==> config.mk <==
export PLATFORM = sky130hd
export DESIGN_NAME = fb_pixel_writer
export DESIGN_NICKNAME = d
export VERILOG_FILES = /design/src/rtl/fb_pkg.sv /design/src/rtl/fb_pixel_writer_pix_fifo.sv /design/src/rtl/fb_pixel_writer.sv
export SDC_FILE = /design/constraint.sdc
export NUM_CORES = 1
export LEC_CHECK = 0
export BUFFER_PORTS_ARGS = -buffer_cell sky130_fd_sc_hd__buf_2
export CORE_ASPECT_RATIO = 1.2
export CORE_MARGIN = 3
export CORE_UTILIZATION = 26
export DETAILED_ROUTE_END_ITERATION = 10
export PLACE_DENSITY_LB_ADDON = 0.12
export SYNTH_ARGS = -nofsm -noshare
export SYNTH_HDL_FRONTEND = slang
export SYNTH_SLANG_ARGS = --single-unit
==> constraint.sdc <==
create_clock -name clk -period 4.75 [get_ports clk]
set_input_delay 0.475 -clock clk [delete_from_list [all_inputs] [get_ports clk]]
set_output_delay 0.475 -clock clk [all_outputs]
set_load 0.005 [all_outputs]
==> src/rtl/fb_pkg.sv <==
// Shared definitions for the framebuffer write path. The coordinate width is
// common to the rasteriser and to this writer.
package fb_pkg;

  // Width of the pixel x/y coordinates carried on the pixel stream
  localparam int COORD_W = 10;

  // Default screen geometry and framebuffer address width
  localparam int DEF_H_RES  = 640;
  localparam int DEF_V_RES  = 480;
  localparam int DEF_ADDR_W = 19;

  // Writer FSM: drain pixels, or sweep the whole screen with one color
  typedef enum logic {
    RUN   = 1'b0,
    CLEAR = 1'b1
  } fb_state_t;

endpackage : fb_pkg

==> src/rtl/fb_pixel_writer_pix_fifo.sv <==
// Synchronous first-word-fall-through FIFO used to buffer incoming pixels.
// DEPTH must be a power of two, at least 2. Pushes while full and pops while
// empty are ignored.
module pix_fifo #(
  parameter int DEPTH = 4,
  parameter int W     = 28
) (
  input  logic         clk,
  input  logic         reset_n,
  input  logic         push,
  input  logic [W-1:0] wr_data,
  input  logic         pop,
  output logic         full,
  output logic         empty,
  output logic [W-1:0] head
);

  localparam int AW = $clog2(DEPTH);

  // Pointers carry one extra wrap bit to tell full from empty
  logic [AW:0]  wr_ptr;
  logic [AW:0]  rd_ptr;
  logic [W-1:0] mem [DEPTH];
  logic         do_push;
  logic         do_pop;

  assign do_push = push && !full;
  assign do_pop  = pop && !empty;

  assign empty = (wr_ptr == rd_ptr);
  assign full  = (wr_ptr[AW] != rd_ptr[AW]) &&
                 (wr_ptr[AW-1:0] == rd_ptr[AW-1:0]);
  assign head  = mem[rd_ptr[AW-1:0]];

  // Pointer update; reset empties the FIFO
  always_ff @(posedge clk or negedge reset_n) begin
    if (!reset_n) begin
      wr_ptr <= '0;
      rd_ptr <= '0;
    end else begin
      // NOTE: sequential state uses non-blocking assignment so every register
      // samples the pre-edge values and simulation matches the flops.
      if (do_push) wr_ptr <= wr_ptr + 1'b1;
      if (do_pop)  rd_ptr <= rd_ptr + 1'b1;
    end
  end

  // Storage write
  always_ff @(posedge clk) begin
    // NOTE: the storage array is deliberately not reset; the pointers alone
    // define which entries are valid, and a reset here would cost a reset net
    // per bit for no functional gain.
    if (do_push) mem[wr_ptr[AW-1:0]] <= wr_data;
  end

endmodule : pix_fifo

==> src/rtl/fb_pixel_writer.sv <==
// Framebuffer-side consumer of the rasteriser pixel stream. Buffers pixels,
// drops off-screen points, converts the rest to linear addresses and issues
// one memory write per pixel. Also performs a full-screen clear on request.
module fb_pixel_writer
  import fb_pkg::*;
#(
  parameter int H_RES      = DEF_H_RES,
  parameter int V_RES      = DEF_V_RES,
  parameter int COLOR_W    = 8,
  parameter int FIFO_DEPTH = 4,
  parameter int ADDR_W     = DEF_ADDR_W
) (
  input  logic               clk,
  input  logic               reset_n,
  // Pixel stream
  input  logic               pix_valid,
  output logic               pix_ready,
  input  logic [COORD_W-1:0] pix_x,
  input  logic [COORD_W-1:0] pix_y,
  input  logic [COLOR_W-1:0] pix_color,
  // Clear command
  input  logic               clear_req,
  input  logic [COLOR_W-1:0] clear_color,
  output logic               busy,
  // Framebuffer write port
  output logic               mem_we,
  output logic [ADDR_W-1:0]  mem_addr,
  output logic [COLOR_W-1:0] mem_wdata,
  input  logic               mem_ack,
  // Statistics
  output logic [15:0]        clipped_cnt
);

  localparam int FIFO_W = 2 * COORD_W + COLOR_W;
  localparam int CW1    = COORD_W + 1;

  // Clip limits one bit wider than a coordinate so any H_RES/V_RES fits
  localparam logic [CW1-1:0]    H_LIM     = CW1'(H_RES);
  localparam logic [CW1-1:0]    V_LIM     = CW1'(V_RES);
  localparam logic [ADDR_W-1:0] H_RES_A   = ADDR_W'(H_RES);
  localparam logic [ADDR_W-1:0] LAST_ADDR = ADDR_W'(H_RES * V_RES - 1);

  // FIFO interface
  logic              fifo_push;
  logic              fifo_pop;
  logic              fifo_full;
  logic              fifo_empty;
  logic [FIFO_W-1:0] fifo_head;

  // Decoded FIFO head
  logic [COORD_W-1:0] head_x;
  logic [COORD_W-1:0] head_y;
  logic [COLOR_W-1:0] head_color;
  logic               head_clip;
  logic [ADDR_W-1:0]  head_addr;

  // Control state
  fb_state_t          state;
  logic               clear_pending;
  logic [COLOR_W-1:0] clear_color_q;
  logic               out_free;

  // Output stage registers
  logic               out_we;
  logic [ADDR_W-1:0]  out_addr;
  logic [COLOR_W-1:0] out_data;
  logic [15:0]        clip_q;

  // Ready depends only on registered state, so it never combinationally
  // follows pix_valid
  assign pix_ready = !fifo_full && !clear_pending && (state == RUN);
  assign fifo_push = pix_valid && pix_ready;

  pix_fifo #(
    .DEPTH (FIFO_DEPTH),
    .W     (FIFO_W)
  ) u_fifo (
    .clk     (clk),
    .reset_n (reset_n),
    .push    (fifo_push),
    .wr_data ({pix_x, pix_y, pix_color}),
    .pop     (fifo_pop),
    .full    (fifo_full),
    .empty   (fifo_empty),
    .head    (fifo_head)
  );

  assign head_x     = fifo_head[FIFO_W-1 -: COORD_W];
  assign head_y     = fifo_head[COLOR_W +: COORD_W];
  assign head_color = fifo_head[COLOR_W-1:0];

  // Off-screen test, then linear address for on-screen points
  assign head_clip = ({1'b0, head_x} >= H_LIM) || ({1'b0, head_y} >= V_LIM);
  assign head_addr = ADDR_W'(head_y) * H_RES_A + ADDR_W'(head_x);

  // The output register may take a new value when idle or being acked
  assign out_free = !out_we || mem_ack;

  // Pixels are only consumed while running; a clipped head pops without a write
  assign fifo_pop = (state == RUN) && !fifo_empty && out_free;

  // Writer FSM with registered memory-port outputs and clip counter
  always_ff @(posedge clk or negedge reset_n) begin
    if (!reset_n) begin
      state         <= RUN;
      clear_pending <= 1'b0;
      clear_color_q <= '0;
      out_we        <= 1'b0;
      out_addr      <= '0;
      out_data      <= '0;
      clip_q        <= '0;
    end else begin
      // Accept a clear only when none is outstanding
      if (clear_req && !clear_pending && (state == RUN)) begin
        clear_pending <= 1'b1;
        clear_color_q <= clear_color;
      end

      case (state)
        RUN: begin
          if (out_free) begin
            if (!fifo_empty) begin
              if (head_clip) begin
                out_we <= 1'b0;
                if (clip_q != 16'hFFFF) clip_q <= clip_q + 16'd1;
              end else begin
                out_we   <= 1'b1;
                out_addr <= head_addr;
                out_data <= head_color;
              end
            end else if (clear_pending) begin
              // Pixels drained: start the sweep at address 0
              out_we   <= 1'b1;
              out_addr <= '0;
              out_data <= clear_color_q;
              state    <= CLEAR;
            end else begin
              out_we <= 1'b0;
            end
          end
        end

        CLEAR: begin
          // The output address register doubles as the sweep counter
          if (out_we && mem_ack) begin
            if (out_addr == LAST_ADDR) begin
              out_we        <= 1'b0;
              clear_pending <= 1'b0;
              state         <= RUN;
            end else begin
              out_addr <= out_addr + 1'b1;
            end
          end
        end

        default: state <= RUN;
      endcase
    end
  end

  assign mem_we      = out_we;
  assign mem_addr    = out_addr;
  assign mem_wdata   = out_data;
  assign clipped_cnt = clip_q;
  assign busy        = !fifo_empty || out_we || clear_pending || (state == CLEAR);

endmodule : fb_pixel_writer

==> results.md, run 1 <==
* # rows at 69
* Largest net degree at the start of global routing at 61
* Number of synthesized flops with an enable pin at 112
* Skew final at 10.89 ps
* Via-per-instance ratio at 4.649
* Max H-tree Level at 4
* Max Cap Viol at 0
* Clock-pin slew on the worst setup and hold paths at 70 ps
* DR pass1 iterations at 4
* Post-CTS Setup Repair Bufs at 0
* Final setup viols at 0
* Setup ws final at 814.1 ps
* Area of the multi-input gates at 2927 um^2
* Critical path class: reg2reg
* Ys async rst share at 0.3488
* Hold-fix buffers, CTS at 0
* Input/output buffers at 86
* Critical Path RT at 5040 ps
* Primary FF master, synth: edfxtp_1
* Max-slew headroom at 0.2853
* Worst Path Max Fanout at 9
* DR vias at 4,947
* Starting Density at 0.2658
* GP Congestion at 0.7446
* Wirelength, routed at 18.81 mm
* Post-Syn Instances at 564
* Core Footprint at 29,870 um^2
* Residual DRC at 0
* CP max-delay cell: mux4_2
* Die width at 165.5 um
* Critical Path Sink Type: register
* Clock Path Buffers at 2
* Fin crit period at 3936 ps
* Ant. Diodes at 0
* First-pass GRT wire length at 29.59 mm
* Most frequent cells in the layout: edfxtp_1, buf_2, dfrtp_1
* DR iter-0 viols at 321
* Final Util at 0.3179
* Delay of the slowest critical-path stage at 570 ps
* Worst Path Buf+Inv at 1
* Pleak at 3.696 nW
* Hpwl dp at 13.03 mm
* Cell family with most CP delay: compound AO/OA/AOI/OAI gates
* Yosys cell types at 61
* Post-DRT Antenna Nets at 0
* Clock latency on the worst-skew pair at 430 ps
* Post-CTS Resized at 0
* Share of cells above drive strength 1 at 0.2715
* Sum of negative setup slack at 0 ps
* GR Overflow Total at 0
* RSZ-0062 raised after global routing: false
* Mapped Nets at 633
* F_max at 0.2541 GHz
* Layout Nets at 730
* Die area at 32,680 um^2
* Worst-path cell chain: buf_4 > mux4_2 > ha_1 > ha_1 > o21ai_0 > or4b_1 > o2111ai_1 > nand4_1 > a2111oi_2 > xnor2_1 > o221ai_1
* CTS tree: yes
* FF+latch area at 4866 um^2
* # IOs at 87
* Vias in the first global route at 4,991
* Yosys reg bits at 172
* Total power divided by cell area at 338.0 nW/um^2
* Crit start category: register
* CP most frequent cell: ha_1
* Syn. warnings at 0
* Root Buffer: clkbuf_16
* Status: finished, final reports clean
* CTS Buf Count at 17
* Pre-CTS WS at 782.9 ps
* Gr usage total at 0.1198
* Avg Cell Area, Syn at 14.08 um^2
* Commonest non-fill, non-tap cell in the layout: edfxtp_1
* Fill cell count at 3,008
* HP Class: in2async
* Synthesized cell area at 7939 um^2
* Clock Sinks at 172
* Worst VDD drop at 191.0 uV
* Sequential share of the synthesized area at 0.6128
* Syn-to-layout area delta at 19.62%
* Measured slew at the worst slew-check pin at 1065 ps
* WL per Instance at 17.68 um
* Fin crit share at 0.8286
* Chip Height at 197.4 um
* CP arrival at 4230 ps
* Final slew viol count at 0
* Initial antenna violation count at 2
* Hold Vio Cnt, Final at 0
[per-stage QoR]
stage / instances / hold WS [ps] / power, mW / area (um^2)
global placement: 1032 / 466.3 / 1.728 / 8857
global route: 1064 / 229.1 / 3.344 / 9497
floorplan: 564 / 179.4 / 1.678 / 7939
finish: 1064 / 212.9 / 3.210 / 9497
CTS: 1064 / 231.3 / 3.267 / 9497
detailed placement: 1032 / 469.6 / 1.732 / 8857
[synth_stat cells, types with 2 or more instances]
master	count	share of area
edfxtp_1	112	0.42
dfrtp_1	60	0.19
nand2_1	36	0.017
nor2_1	34	0.016
mux4_2	27	0.077
o21ai_0	27	0.017
ha_1	26	0.041
nand3_1	23	0.014
a21oi_1	20	0.013
nor3_1	19	0.012
xor2_1	19	0.021
xnor2_1	16	0.018
inv_1	13	0.0061
and3_1	12	0.0095
a211oi_1	10	0.0095
mux2_2	10	0.014
mux2i_1	10	0.013
clkbuf_1	8	0.0038
nor3b_1	7	0.0066
buf_2	6	0.0038
nand4_1	6	0.0047
o22ai_1	4	0.0032
a31oi_1	3	0.0024
and2_1	3	0.0024
buf_1	3	0.0014
buf_4	3	0.0028
nor4_2	3	0.0047
a21o_1	2	0.0019
fa_1	2	0.0050
nand2b_1	2	0.0016
nor3_2	2	0.0025
o21a_1	2	0.0019
o21ai_1	2	0.0013
o21bai_1	2	0.0019
or2_2	2	0.0016
or3_1	2	0.0016
or4_1	2	0.0019
[report_power, final]
part / internal (mW) / switching (mW) / leakage (nW)
Combinational: 0.0314 / 0.0477 / 1.61
Sequential: 1.61 / 0.0123 / 1.78
Clock: 0.894 / 0.617 / 0.307
[state kept, by name, indices dropped and copies added, names as in the netlist, 3 cells and up]
name           cells
u_fifo.mem       112
mem_addr          19
clipped_cnt       16
clear_color_q      8
mem_wdata          8
u_fifo.rd_ptr      3
u_fifo.wr_ptr      3
[final timing paths]
kind / from / to / slack (ps) / cells after the start
max: u_fifo.rd_ptr[0]$_DFFE_PN0P_ / mem_addr[18]$_DFFE_PN0P_ / 810 / 11
min: reset_n / mem_addr[15]$_DFFE_PN0P_ / 210 / 2
max reg2reg: u_fifo.rd_ptr[0]$_DFFE_PN0P_ / mem_addr[18]$_DFFE_PN0P_ / 810 / 11
min reg2reg: mem_wdata[2]$_DFFE_PN0P_ / mem_wdata[2]$_DFFE_PN0P_ / 480 / 2
max in group asynchronous: reset_n / u_fifo.rd_ptr[0]$_DFFE_PN0P_ / 3940 / 2
min in group clk: pix_color[7] / u_fifo.mem[1][7]$_DFFE_PP_ / 250 / 1
[layer usage]
layer / share of wire / wire length, um / GRT usage
met1: 0.48 / 9041 / 0.1709
met2: 0.46 / 8711 / 0.1825
met3: 0.044 / 829 / 0.02706
met4: 0.011 / 212 / 0.03606
met5: 0.00074 / 14 / 0
[cells by family after synthesis]
group	synth area share
buf+inv	0.01939
mux	0.1067
simple gates	0.1073
flops	0.6128
fa+ha+maj	0.04602
compound gates	0.06919
xor+xnor	0.03861
[worst register-to-register path, cell delays in order, from the launching register on]
cell and delay (ps):
dfrtp_2 540, buf_4 270, mux4_2 570, ha_1 330
ha_1 350, o21ai_0 130, or4b_1 480, o2111ai_1 210
nand4_1 230, a2111oi_2 410, xnor2_1 170, o221ai_1 120
[layout make-up]
class | count | share of cell area
multi-input cells | 358 | 0.3082
flip-flops and latches | 172 | 0.5124
clock inverters | 14 | 0.02213
well taps | 390 | 0.05138
clock buffers | 18 | 0.04519
repair buffers | 99 | 0.05560
inverters | 13 | 0.005138
No activity file was read; power rests on OpenSTA's default activity.
==> inputs of run 2 (changes only) <==
--- a/config.mk
+++ b/config.mk
@@ -5,6 +5,7 @@
 export SDC_FILE = /design/constraint.sdc
 export NUM_CORES = 1
 export LEC_CHECK = 0
+export ABC_AREA = 1
 export BUFFER_PORTS_ARGS = -buffer_cell sky130_fd_sc_hd__buf_2
 export CORE_ASPECT_RATIO = 1.2
 export CORE_MARGIN = 3
==> constraint.sdc (replaced) <==
create_clock -name clk -period 3.18 [get_ports clk]
set_input_delay 0.318 -clock clk [delete_from_list [all_inputs] [get_ports clk]]
set_output_delay 0.318 -clock clk [all_outputs]
set_load 0.005 [all_outputs]
==> results.md, run 2 <==
* Status: finished, final reports clean
* Syn-to-layout area delta at 21.43%
* Largest area contributor in the netlist: edfxtp_1
* DR vias at 6,342 (+28%)
* WL per Instance at 15.27 um (-14%)
* Measured slew at the worst slew-check pin at 593.9 ps (-471.1 ps)
* Largest net degree at the start of global routing at 33 (-46%)
* First-pass GRT wire length at 35.11 mm (+19%)
* Syn. warnings at 0 (unchanged)
* Clock-pin slew on the worst setup and hold paths at 70 ps (about the same)
* Mapped Nets at 962 (+52%)
* CP arrival at 3310 ps (-920 ps)
* Layout Nets at 1,067 (+46%)
* RSZ-0062 raised after global routing: true
* Input/output buffers at 86 (unchanged)
* Clock Sinks at 172 (unchanged)
* Skew final at 15.12 ps (+4.229 ps)
* Combinational share of power at 0.051 (+0.026)
* Largest register FFs at 112 (unchanged)
* Die area at 35,490 um^2 (+8.6%)
* Final setup viols at 0 (unchanged)
* Share of cells above drive strength 1 at 0.2226 (-0.04896)
* CTS tree: yes
* Pre-CTS WS at 106.3 ps (-676.6 ps)
* Final Util at 0.3228 (+0.004911)
* Number of synthesized flops with an enable pin at 112 (unchanged)
* Core Footprint at 32,520 um^2 (+8.9%)
* Ys async rst share at 0.3488 (unchanged)
* Max H-tree Level at 4 (unchanged)
* Worst-path cell chain: buf_4 > clkbuf_16 > nor2_2 > o22ai_2 > ha_1 > ha_4 > fa_2 > nand2_1 > nor2_1 > nand2_1 > nand2_1 > nand2_1 > inv_2 > nand3_2 > nor2_4 > nand2_1 > nand3_1 > nand2_1 > nand2_1 > nand2_1
* Fin crit share at 0.9420 (+0.1134)
* Fin area at 10,500 um^2 (+11%)
* # IOs at 87 (unchanged)
* Yosys cell types at 47 (-23%)
* HP Class: in2reg
* Clk pwr share at 0.449 (-0.022)
* Critical Path Sink Type: register
* Pleak at 4.356 nW (+18%)
* CTS Buf Count at 17 (unchanged)
* Crit start category: register
* CP most frequent cell: nand2_1
* Delay of the slowest critical-path stage at 550 ps (-20 ps)
* Ranking of synthesized cells by area: edfxtp_1, dfrtp_1, nand2_1, nor2_1, ha_1
* DR pass1 iterations at 4 (unchanged)
* Starting Density at 0.2659 (about the same)
* Worst Path Max Fanout at 12 (+3)
* Hpwl dp at 15.82 mm (+21%)
* Avg Cell Area, Syn at 9.682 um^2 (-31%)
* Ant. Diodes at 0 (unchanged)
* Gr usage total at 0.1294 (+0.009618)
* Hold Vio Cnt, Final at 0 (unchanged)
* Residual DRC at 0 (unchanged)
* Primary FF master, synth: edfxtp_1
* Fill cell count at 3,376 (+12%)
* Yosys reg bits at 172 (unchanged)
* Critical Path RT at 3490 ps (-1550 ps)
* Worst Path Buf+Inv at 3 (+2)
* GR Overflow Total at 0 (unchanged)
* Critical path class: reg2reg
* GP Congestion at 0.8314 (+12%)
* # rows at 72 (+4.3%)
* Final slew viol count at 0 (unchanged)
* Clock Path Buffers at 2 (unchanged)
* Cell area after placement at 9689 um^2 (+9.4%)
* Final Power at 4.953 mW (+54%)
* Total power divided by cell area at 471.7 nW/um^2 (+40%)
* Sequential share of the synthesized area at 0.5627 (-0.05010)
* Chip Height at 205.8 um (+4.2%)
* Switching power at 1.119 mW (+65%)
* Seq pwr share at 0.500 (-0.004)
* Fin crit period at 2996 ps (-940.4 ps)
* Post-Syn Instances at 893 (+58%)
* Area share of the largest cell type after synthesis at 0.3890 (-0.03464)
* Via-per-instance ratio at 4.359 (-6.3%)
* Post-DRT Antenna Nets at 0 (unchanged)
* F_max at 0.3338 GHz (+31%)
* Finished Layout Cells at 1,455 (+37%)
* DP Cell Count at 1,417 (+37%)
* Switching share of total power at 0.2259 (+0.01492)
* Min Hold Slack at 103.9 ps (-109.1 ps)
* Initial antenna violation count at 1 (-1)
* Cell family with most CP delay: simple AND/OR/NAND/NOR gates
* Die width at 172.5 um (+4.2%)
* Commonest non-fill, non-tap cell in the layout: nand2_1
* Worst VDD drop at 298.5 uV (+56%)
* Root Buffer: clkbuf_16
* CP max-delay cell: fa_2
* Setup ws final at 184.5 ps (-629.6 ps)
* Int Power at 3.834 mW (+51%)
* Vias in the first global route at 6,178 (+24%)
* Most frequent cell after synthesis: nand2_1
* Synthesized cell area at 8646 um^2 (+8.9%)
* Synth cell count leaders: nand2_1, nor2_1, edfxtp_1, inv_1, dfrtp_1
* Max Cap Viol at 0 (unchanged)
* Wirelength, routed at 22.22 mm (+18%)
* DR iter-0 viols at 445 (+39%)
* Max-slew headroom at 0.6041 (+0.3188)
* Most frequent cells in the layout: nand2_1, edfxtp_1, nor2_1
* Clock latency on the worst-skew pair at 430 ps (about the same)
* Sum of negative setup slack at 0 ps (unchanged)
==> run 2: cell types whose count changed after synthesis, sizes merged, moves of 9 or more <==
| cell | change |
|---|---|
| a211oi | -11 |
| and3 | -12 |
| inv | +66 |
| mux2i | -10 |
| mux4 | -28 |
| nand2 | +177 |
| nand3 | +25 |
| nor2 | +91 |
| nor3 | -9 |
| o21ai | +47 |
| o22ai | +11 |
==> run 2: worst paths after layout <==
check,startpoint,to,slack [ps],cells after the start
max reg2reg,u_fifo.rd_ptr[0]$_DFFE_PN0P_,mem_addr[16]$_DFFE_PN0P_,180,20
min,pix_color[7],u_fifo.mem[3][7]$_DFFE_PP_,100,1
max in group asynchronous,reset_n,mem_wdata[4]$_DFFE_PN0P_,2010,3
min in group asynchronous,reset_n,mem_addr[5]$_DFFE_PN0P_,420,2
min reg2reg,u_fifo.wr_ptr[2]$_DFFE_PN0P_,u_fifo.wr_ptr[2]$_DFFE_PN0P_,500,1
max,u_fifo.rd_ptr[0]$_DFFE_PN0P_,mem_addr[16]$_DFFE_PN0P_,180,20
==> run 2: what timing repair did <==
action / in CTS / in global routing
hold buffers: 1 / 0
setup endpoints to repair: 0 / 4
hold endpoints to repair: 23 / 0
setup buffers: 0 / 4
gates resized for setup: 0 / 35
==> run 2: cell type report <==
class | instances | area, um^2 | area share
Timing Repair Buffer | 115 | 725.7 | 0.06912
Sequential cell | 172 | 4867 | 0.4636
Tap cell | 444 | 555.5 | 0.05291
Clock buffer | 19 | 454.2 | 0.04326
Inverter | 79 | 311.5 | 0.02967
Multi-Input combinational cell | 613 | 3407 | 0.3245
Clock inverter | 13 | 177.7 | 0.01692
==> run 2: power by group through the flow <==
stage	clock [mW]	combinational [mW]	sequential, mW
2_1_floorplan	0	0.131	2.51
4_1_cts	2.31	0.257	2.48
5_1_grt	2.39	0.294	2.48
6_report	2.23	0.251	2.48
3_5_place_dp	0	0.256	2.53
3_3_place_gp	0	0.252	2.53
==> run 2: worst register-to-register path, cell delays in order, from the launching register on <==
cell	delay, ps
dfrtp_2	460
buf_4	170
clkbuf_16	160
nor2_2	120
o22ai_2	100
ha_1	220
ha_4	180
fa_2	550
nand2_1	70
nor2_1	90
nand2_1	60
nand2_1	70
nand2_1	60
inv_2	70
nand3_2	100
nor2_4	120
nand2_1	60
nand3_1	80
nand2_1	50
nand2_1	60
nand2_1	50
==> run 2: cell families (layout without fill, tap and decap cells) <==
logic type,Yosys count,count (layout),share of synthesized area
simple gates,418,418,0.2104
compound gates,133,133,0.09002
xor+xnor,26,26,0.02634
fa+ha+maj,28,28,0.04226
flops,172,172,0.5627
buf+inv,108,226,0.05789
mux,8,8,0.01042
==> run 2: metal layers <==
metal  global-route usage  vias to the layer above  wire length, um
met5                    0                        -               13
met4              0.03309                        2              185
met3              0.02729                       14              749
met2               0.2179                       86            11090
met1               0.1691                     3016            10180
li1                     -                     3224                -
